[src/rtl/uart_tx_sched.sv]
// rtl/uart_tx_sched.sv - round-robin arbiter sharing one 8N1 UART TX line among NREQ byte requesters
// One byte per frame; divider and data are latched at acceptance, line idles high between frames.
module uart_tx_sched #(
  parameter int NREQ  = 4,
  parameter int DIV_W = 16,
  parameter int GID_W = $clog2(NREQ)
) (
  input  logic              clk,
  input  logic              rst_n,
  input  logic [NREQ-1:0]   req_valid,
  input  logic [NREQ*8-1:0] req_data,
  output logic [NREQ-1:0]   req_ready,
  input  logic [DIV_W-1:0]  baud_div,
  output logic              tx,
  output logic              busy,
  output logic [GID_W-1:0]  grant_id
);

  typedef enum logic [1:0] {S_IDLE, S_START, S_DATA, S_STOP} state_t;

  state_t           state;
  logic [7:0]       shreg;
  logic [DIV_W-1:0] div_q;
  logic [DIV_W-1:0] cnt;
  logic [2:0]       idx;
  logic [GID_W-1:0] rr_ptr;

  logic             found;
  logic [GID_W-1:0] winner;
  logic [GID_W-1:0] winner_next;
  logic [GID_W:0]   cand;
  logic [GID_W:0]   cand_next;
  logic [DIV_W-1:0] d_eff;
  logic [7:0]       win_data;

  // Cyclic search starting at rr_ptr; the extra bit of cand absorbs the wrap.
  always_comb begin
    found  = 1'b0;
    winner = '0;
    cand   = '0;
    for (int i = 0; i < NREQ; i++) begin
      cand = {1'b0, rr_ptr} + (GID_W+1)'(i);
      if (cand >= (GID_W+1)'(NREQ))
        cand = cand - (GID_W+1)'(NREQ);
      if (!found && req_valid[cand[GID_W-1:0]]) begin
        found  = 1'b1;
        winner = cand[GID_W-1:0];
      end
    end
  end

  always_comb begin
    cand_next = {1'b0, winner} + (GID_W+1)'(1);
    if (cand_next >= (GID_W+1)'(NREQ))
      cand_next = '0;
    winner_next = cand_next[GID_W-1:0];
  end

  always_comb begin
    req_ready = '0;
    if (rst_n && state == S_IDLE && found)
      req_ready[winner] = 1'b1;
  end

  assign win_data = req_data[{winner, 3'b000} +: 8];
  assign d_eff    = (baud_div < DIV_W'(2)) ? DIV_W'(2) : baud_div;

  always_ff @(posedge clk or negedge rst_n) begin
    if (!rst_n) begin
      state    <= S_IDLE;
      tx       <= 1'b1;
      busy     <= 1'b0;
      grant_id <= '0;
      rr_ptr   <= '0;
      shreg    <= '0;
      div_q    <= '0;
      cnt      <= '0;
      idx      <= '0;
    end else begin
      case (state)
        S_IDLE: begin
          if (found) begin
            shreg    <= win_data;
            div_q    <= d_eff;
            cnt      <= d_eff - DIV_W'(1);
            grant_id <= winner;
            rr_ptr   <= winner_next;
            tx       <= 1'b0;
            busy     <= 1'b1;
            state    <= S_START;
          end
        end
        S_START: begin
          if (cnt == '0) begin
            cnt   <= div_q - DIV_W'(1);
            idx   <= 3'd0;
            tx    <= shreg[0];
            state <= S_DATA;
          end else begin
            cnt <= cnt - DIV_W'(1);
          end
        end
        S_DATA: begin
          if (cnt == '0) begin
            cnt <= div_q - DIV_W'(1);
            if (idx == 3'd7) begin
              tx    <= 1'b1;
              state <= S_STOP;
            end else begin
              idx <= idx + 3'd1;
              tx  <= shreg[idx + 3'd1];
            end
          end else begin
            cnt <= cnt - DIV_W'(1);
          end
        end
        S_STOP: begin
          if (cnt == '0) begin
            busy  <= 1'b0;
            state <= S_IDLE;
          end else begin
            cnt <= cnt - DIV_W'(1);
          end
        end
        default: state <= S_IDLE;
      endcase
    end
  end

endmodule

[config.mk]
export PLATFORM = sky130hd
export DESIGN_NAME = uart_tx_sched
export DESIGN_NICKNAME = d
export VERILOG_FILES = /design/src/rtl/uart_tx_sched.sv
export SDC_FILE = /design/constraint.sdc
export NUM_CORES = 1
export LEC_CHECK = 0
export BUFFER_PORTS_ARGS = -buffer_cell sky130_fd_sc_hd__buf_2
export CORE_ASPECT_RATIO = 1.5
export CORE_MARGIN = 4
export CORE_UTILIZATION = 35
export DETAILED_ROUTE_END_ITERATION = 6
export PLACE_DENSITY_LB_ADDON = 0.15
export REMOVE_ABC_BUFFERS = 1
export SYNTH_ARGS = -nofsm -noshare
export SYNTH_HDL_FRONTEND = slang
export SYNTH_SLANG_ARGS = --single-unit
[constraint.sdc]
create_clock -name clk -period 2.85 [get_ports clk]
set_input_delay 0.4275 -clock clk [delete_from_list [all_inputs] [get_ports clk]]
set_output_delay 0.4275 -clock clk [all_outputs]
set_load 0.005 [all_outputs]
After elaboration in Yosys (flattened, before gate mapping) --
Index checks and enable logic that the tools add are counted.
Storage, ports and cells: output and inout port bits 8, flip-flop bits (word level) 51, input port bits 54, logic and storage cells 116
Operators by class: $add $sub $neg 12, muxes and demuxes 49, magnitude comparators 13, shift operators 1, reductions and logical operators 21, equal/unequal tests 11
Operators by type and width (count):
- two-way mux 16 bit | 4
- case mux 16 bit (3 select lines) | 1
- subtractor 16 x 1 -> 16 bit (second input constant) | 3
- indexed part select 32 x 6 -> 8 bit | 1
- two-way mux 2 bit | 14
- logical NOT 16 bit | 1
- < comparator 16 x 2 -> 1 bit (second input constant) | 1
- two-way mux 1 bit | 16
- < comparator 2 x 3 -> 1 bit (second input constant) | 5
- != test 2 bit (second input constant) | 7
- >= comparator 3 bit (second input constant) | 4
- two-way mux 3 bit | 3
- binary-select mux 1 bit (select 2 bit) | 4
- case mux 2 bit (4 select lines) | 1
- AND reduction 4 bit | 2
- subtractor 2 x 1 -> 2 bit (second input constant) | 4
- adder 2 x 1 -> 3 bit (second input constant) | 2
- adder 2 x 2 -> 3 bit (second input constant) | 2
- logical AND 1 bit | 6
- case mux 3 bit (2 select lines) | 1
- AND reduction 5 bit | 1
- equality test 2 bit (second input constant) | 2
- < comparator 3 x 4 -> 1 bit (second input constant) | 1
- two-way mux 4 bit | 1
- other kinds (16) | 20

Depth between registers and ports, before layout --
word-level depth 19, mapped depth 11, gate-level depth less buffers 11

Least setup slack after synthesis --
No wires, ideal clock.
kind input-to-reg, start in baud_div[8], end reg cnt[6], library setup time 0.133 ns, stages on the path 10, arrival 2.884 ns, slack -0.167 ns, cell sequence nor4_1 > nand2_1 > o21ai_0 > ha_1 > or4b_2 > o21ai_0 > nand3_1 > and3_1 > o21ai_0 > nand2_1
Between the ends: word-level cells in the longest chain between the ends 5
Ends and longest elaborated chain:
- start: declaration | RTL line 13 | input logic [DIV_W-1:0] baud_div,
- < comparator 16 x 2 -> 1 bit | RTL line 66 | assign d_eff = (baud_div < DIV_W'(2)) ? DIV_W'(2) : baud_div;
- two-way mux 16 bit | RTL line 66
- subtractor 16 x 1 -> 16 bit | RTL line 85 | cnt <= d_eff - DIV_W'(1);
- two-way mux 16 bit | RTL line 82 | if (found) begin
- case mux 16 bit (3 select lines) | RTL line 80 | case (state)
- end signal: assignment | RTL line 85
- end signal: assignment | RTL line 95 | cnt <= div_q - DIV_W'(1);
- end signal: assignment | RTL line 100 | cnt <= cnt - DIV_W'(1);
- end: declaration | RTL line 24 | logic [DIV_W-1:0] cnt;
No other way between the ends. The select of a mux whose other input is x is not followed. A chain may end at the register's enable or synchronous reset.

Worst setup path in the final report --
start in baud_div[12], end reg cnt[6]
Same word-level chain as after synthesis.

==> impl_metrics.tcl <==
set metrics [dict create \
    endpoint_kind "flip-flop" \
    rsz0062_at_grt "false" \
    cts-htree-levels 2 \
    leakage_nw 2.30 \
    post-route-period-util_pct 93.8 \
    wl_per_cell_um 17.5 \
    preCtsSetupSlack_ps -201 \
    antenna_found_initial 0 \
    drtIter0Drc 115 \
    die-area_um2 12800 \
    start_util_pct 36.2 \
    cts_sinks 51 \
    finalCriticalPeriod_ps 2670 \
    synth_edf_count 0 \
    overflow 0 \
    insertedDiodeCount 0 \
    synthArstFlopShare_pct 100 \
    fmax_ghz 0.374 \
    fp.dieW_um 93.9 \
    grt_pass1_wl_um 19800 \
    syn_to_final_growth_pct 22.7 \
    maxCapViolations 0 \
    fin_ws_ps 177 \
    worstPathCellList "buf_2, nor4_1, buf_4, nand2_1, o21ai_1, ha_1, or4b_2, o21ai_0, nand3_1, and3_1, o21ai_0, nand2_1" \
    drive_above_1_share_pct 26.0 \
    die_h_um 137 \
    syn_inst 454 \
    cts_tree "yes" \
    yosysUniqueCellTypes 66 \
    yosysSeqAreaShare_pct 33.0 \
    cp.required_ps 3020 \
    status "finished clean" \
    hp-class "in2reg" \
    synth_seq_cells 51 \
    dp_hpwl_um 9650 \
    synthesis.area_um2 3870 \
    routed_wl_um 12000 \
    gp_congestion 0.890 \
    synth_ff_type "dfrtp_1" \
    crit_fanout 5 \
    cts_root_buf "clkbuf_16" \
    row_count 46 \
    ys_warn_count 0 \
    clock_path_buffers 2 \
    worstMarginPinSlew_ps 858 \
    fin_skew_ps 9.92 \
    drt_first_pass_iters 5 \
    slowest_delay_ps 660 \
    vias_per_cell 5.50 \
    grt_pass1_vias 3937 \
    cp-start-kind "primary input" \
    finalHoldWorstSlack_ps 370 \
    cts_made_buffers 5 \
    syn_avg_cell_area_um2 8.53 \
    critPathArrivalTime_ps 2840 \
    clk_pin_slew_ps 70 \
    power_density_nw_per_um2 432 \
    clk_latency_ps 300 \
    grt_max_degree 51 \
    grt_use_total_pct 19.4 \
    hold_viol_final 0 \
    io_buffers 61 \
    design.portCount 62 \
    slowest_stage "or4b_2" \
    fp.coreArea_um2 10700 \
    num_vias 3795 \
    final_common_cell "nand2_1" \
    nets 614 \
    ir_drop_mv 0.345 \
    ant_nets 0 \
    drc 0 \
    critPathKind "in2reg" \
    layout_common_cells "76 x nand2_1, 61 x buf_2, 50 x dfrtp_1" \
    slew_violations 0 \
    max_slew_margin_pct 42.8 \
    finalSetupViolations 0 \
]
-- layout make-up --
cell class	count	area, um^2
tap	144	180
clock buffer	5	125
inverter	15	56.3
sequential	51	1280
multi-input combinational	370	2450
fill	1127	5950
timing repair buffer	102	616
clock inverter	3	43.8
-- state kept, by name (all words and copies together), names as in the netlist, 2 cells and up --
signal / count
div_q: 16
cnt: 16
grant_id: 2
idx: 3
state: 2
shreg: 8
rr_ptr: 2
-- per-layer routing --
metal,wire (um),track usage [%]
met5,0,0
met4,386,7.79
met1,4680,21.3
met2,6480,36.7
met3,502,2.86
-- cells by family (layout without fill, tap and decap cells) --
kind of cell,Yosys count,after routing,share of synthesized area [%]
compound gates,116,116,21.1
xor+xnor,25,25,5.65
fa+ha+maj,15,15,4.85
buf+inv,33,125,3.88
flops,51,51,33.0
mux,25,25,7.50
simple gates,189,189,24.1
-- cells in the mapped netlist (9+ instances only) --
master	n	area share, %
nand2_1	76	7.4
dfrtp_1	50	32
nor2_1	32	3.1
a21oi_1	27	3.5
o21ai_0	23	3.0
ha_1	15	4.8
clkbuf_1	14	1.4
inv_1	14	1.4
nand3_1	14	1.8
xnor2_1	14	3.2
mux2_2	12	3.5
nor3_1	12	1.6
mux2i_1	11	2.8
o22ai_1	11	1.8
xor2_1	11	2.5
a22o_1	9	2.0
nor4_1	9	1.5
or3_1	9	1.5
-- final timing paths --
check,start,end,slack (ps),depth (start not counted)
max,baud_div[12],cnt[6],180,12
min,baud_div[15],div_q[15],370,3
max reg2reg,cnt[0],cnt[12],230,8
min reg2reg,grant_id[1],grant_id[1],490,1
max in group asynchronous,rst_n,cnt[12],1450,3
min in group asynchronous,rst_n,grant_id[1],530,2
-- critical path: cells and delay by family --
family | cells | cell delay, ps
AO/OA/AOI/OAI | 3 | 560
AND/OR/NAND/NOR | 6 | 1380
adder cells (fa/ha/maj) | 1 | 190
buffers and inverters | 2 | 290
-- through the flow --
stage	instance area (um^2)	power (mW)	util, %	TNS, ps	cells
after floorplan	3780	1.16	-	-351	436
after global placement	4550	1.35	42.5	-185	679
after detailed placement	4550	1.35	42.5	-499	679
after CTS	4730	2.06	44.2	0	688
after global routing	4750	2.15	44.4	0	690
final	4750	2.05	44.4	0	690
-- power by group --
| group | leakage (nW) | switching [mW] | internal [mW] | total (mW) |
|---|---|---|---|---|
| logic | 1.55 | 0.227 | 0.228 | 0.455 |
| registers | 0.665 | 0.103 | 0.787 | 0.889 |
| clock network | 0.0838 | 0.291 | 0.415 | 0.706 |
| total | 2.30 | 0.621 | 1.43 | 2.05 |
-- repair_timing --
item | 4_1_cts | 5_1_grt
resized for setup | 0 | 2
hold buffers | 1 | 0
hold endpoints to repair | 1 | 0
setup endpoints to repair | 0 | 7
setup buffers | 0 | 2
No activity file was read; power rests on OpenSTA's default activity.
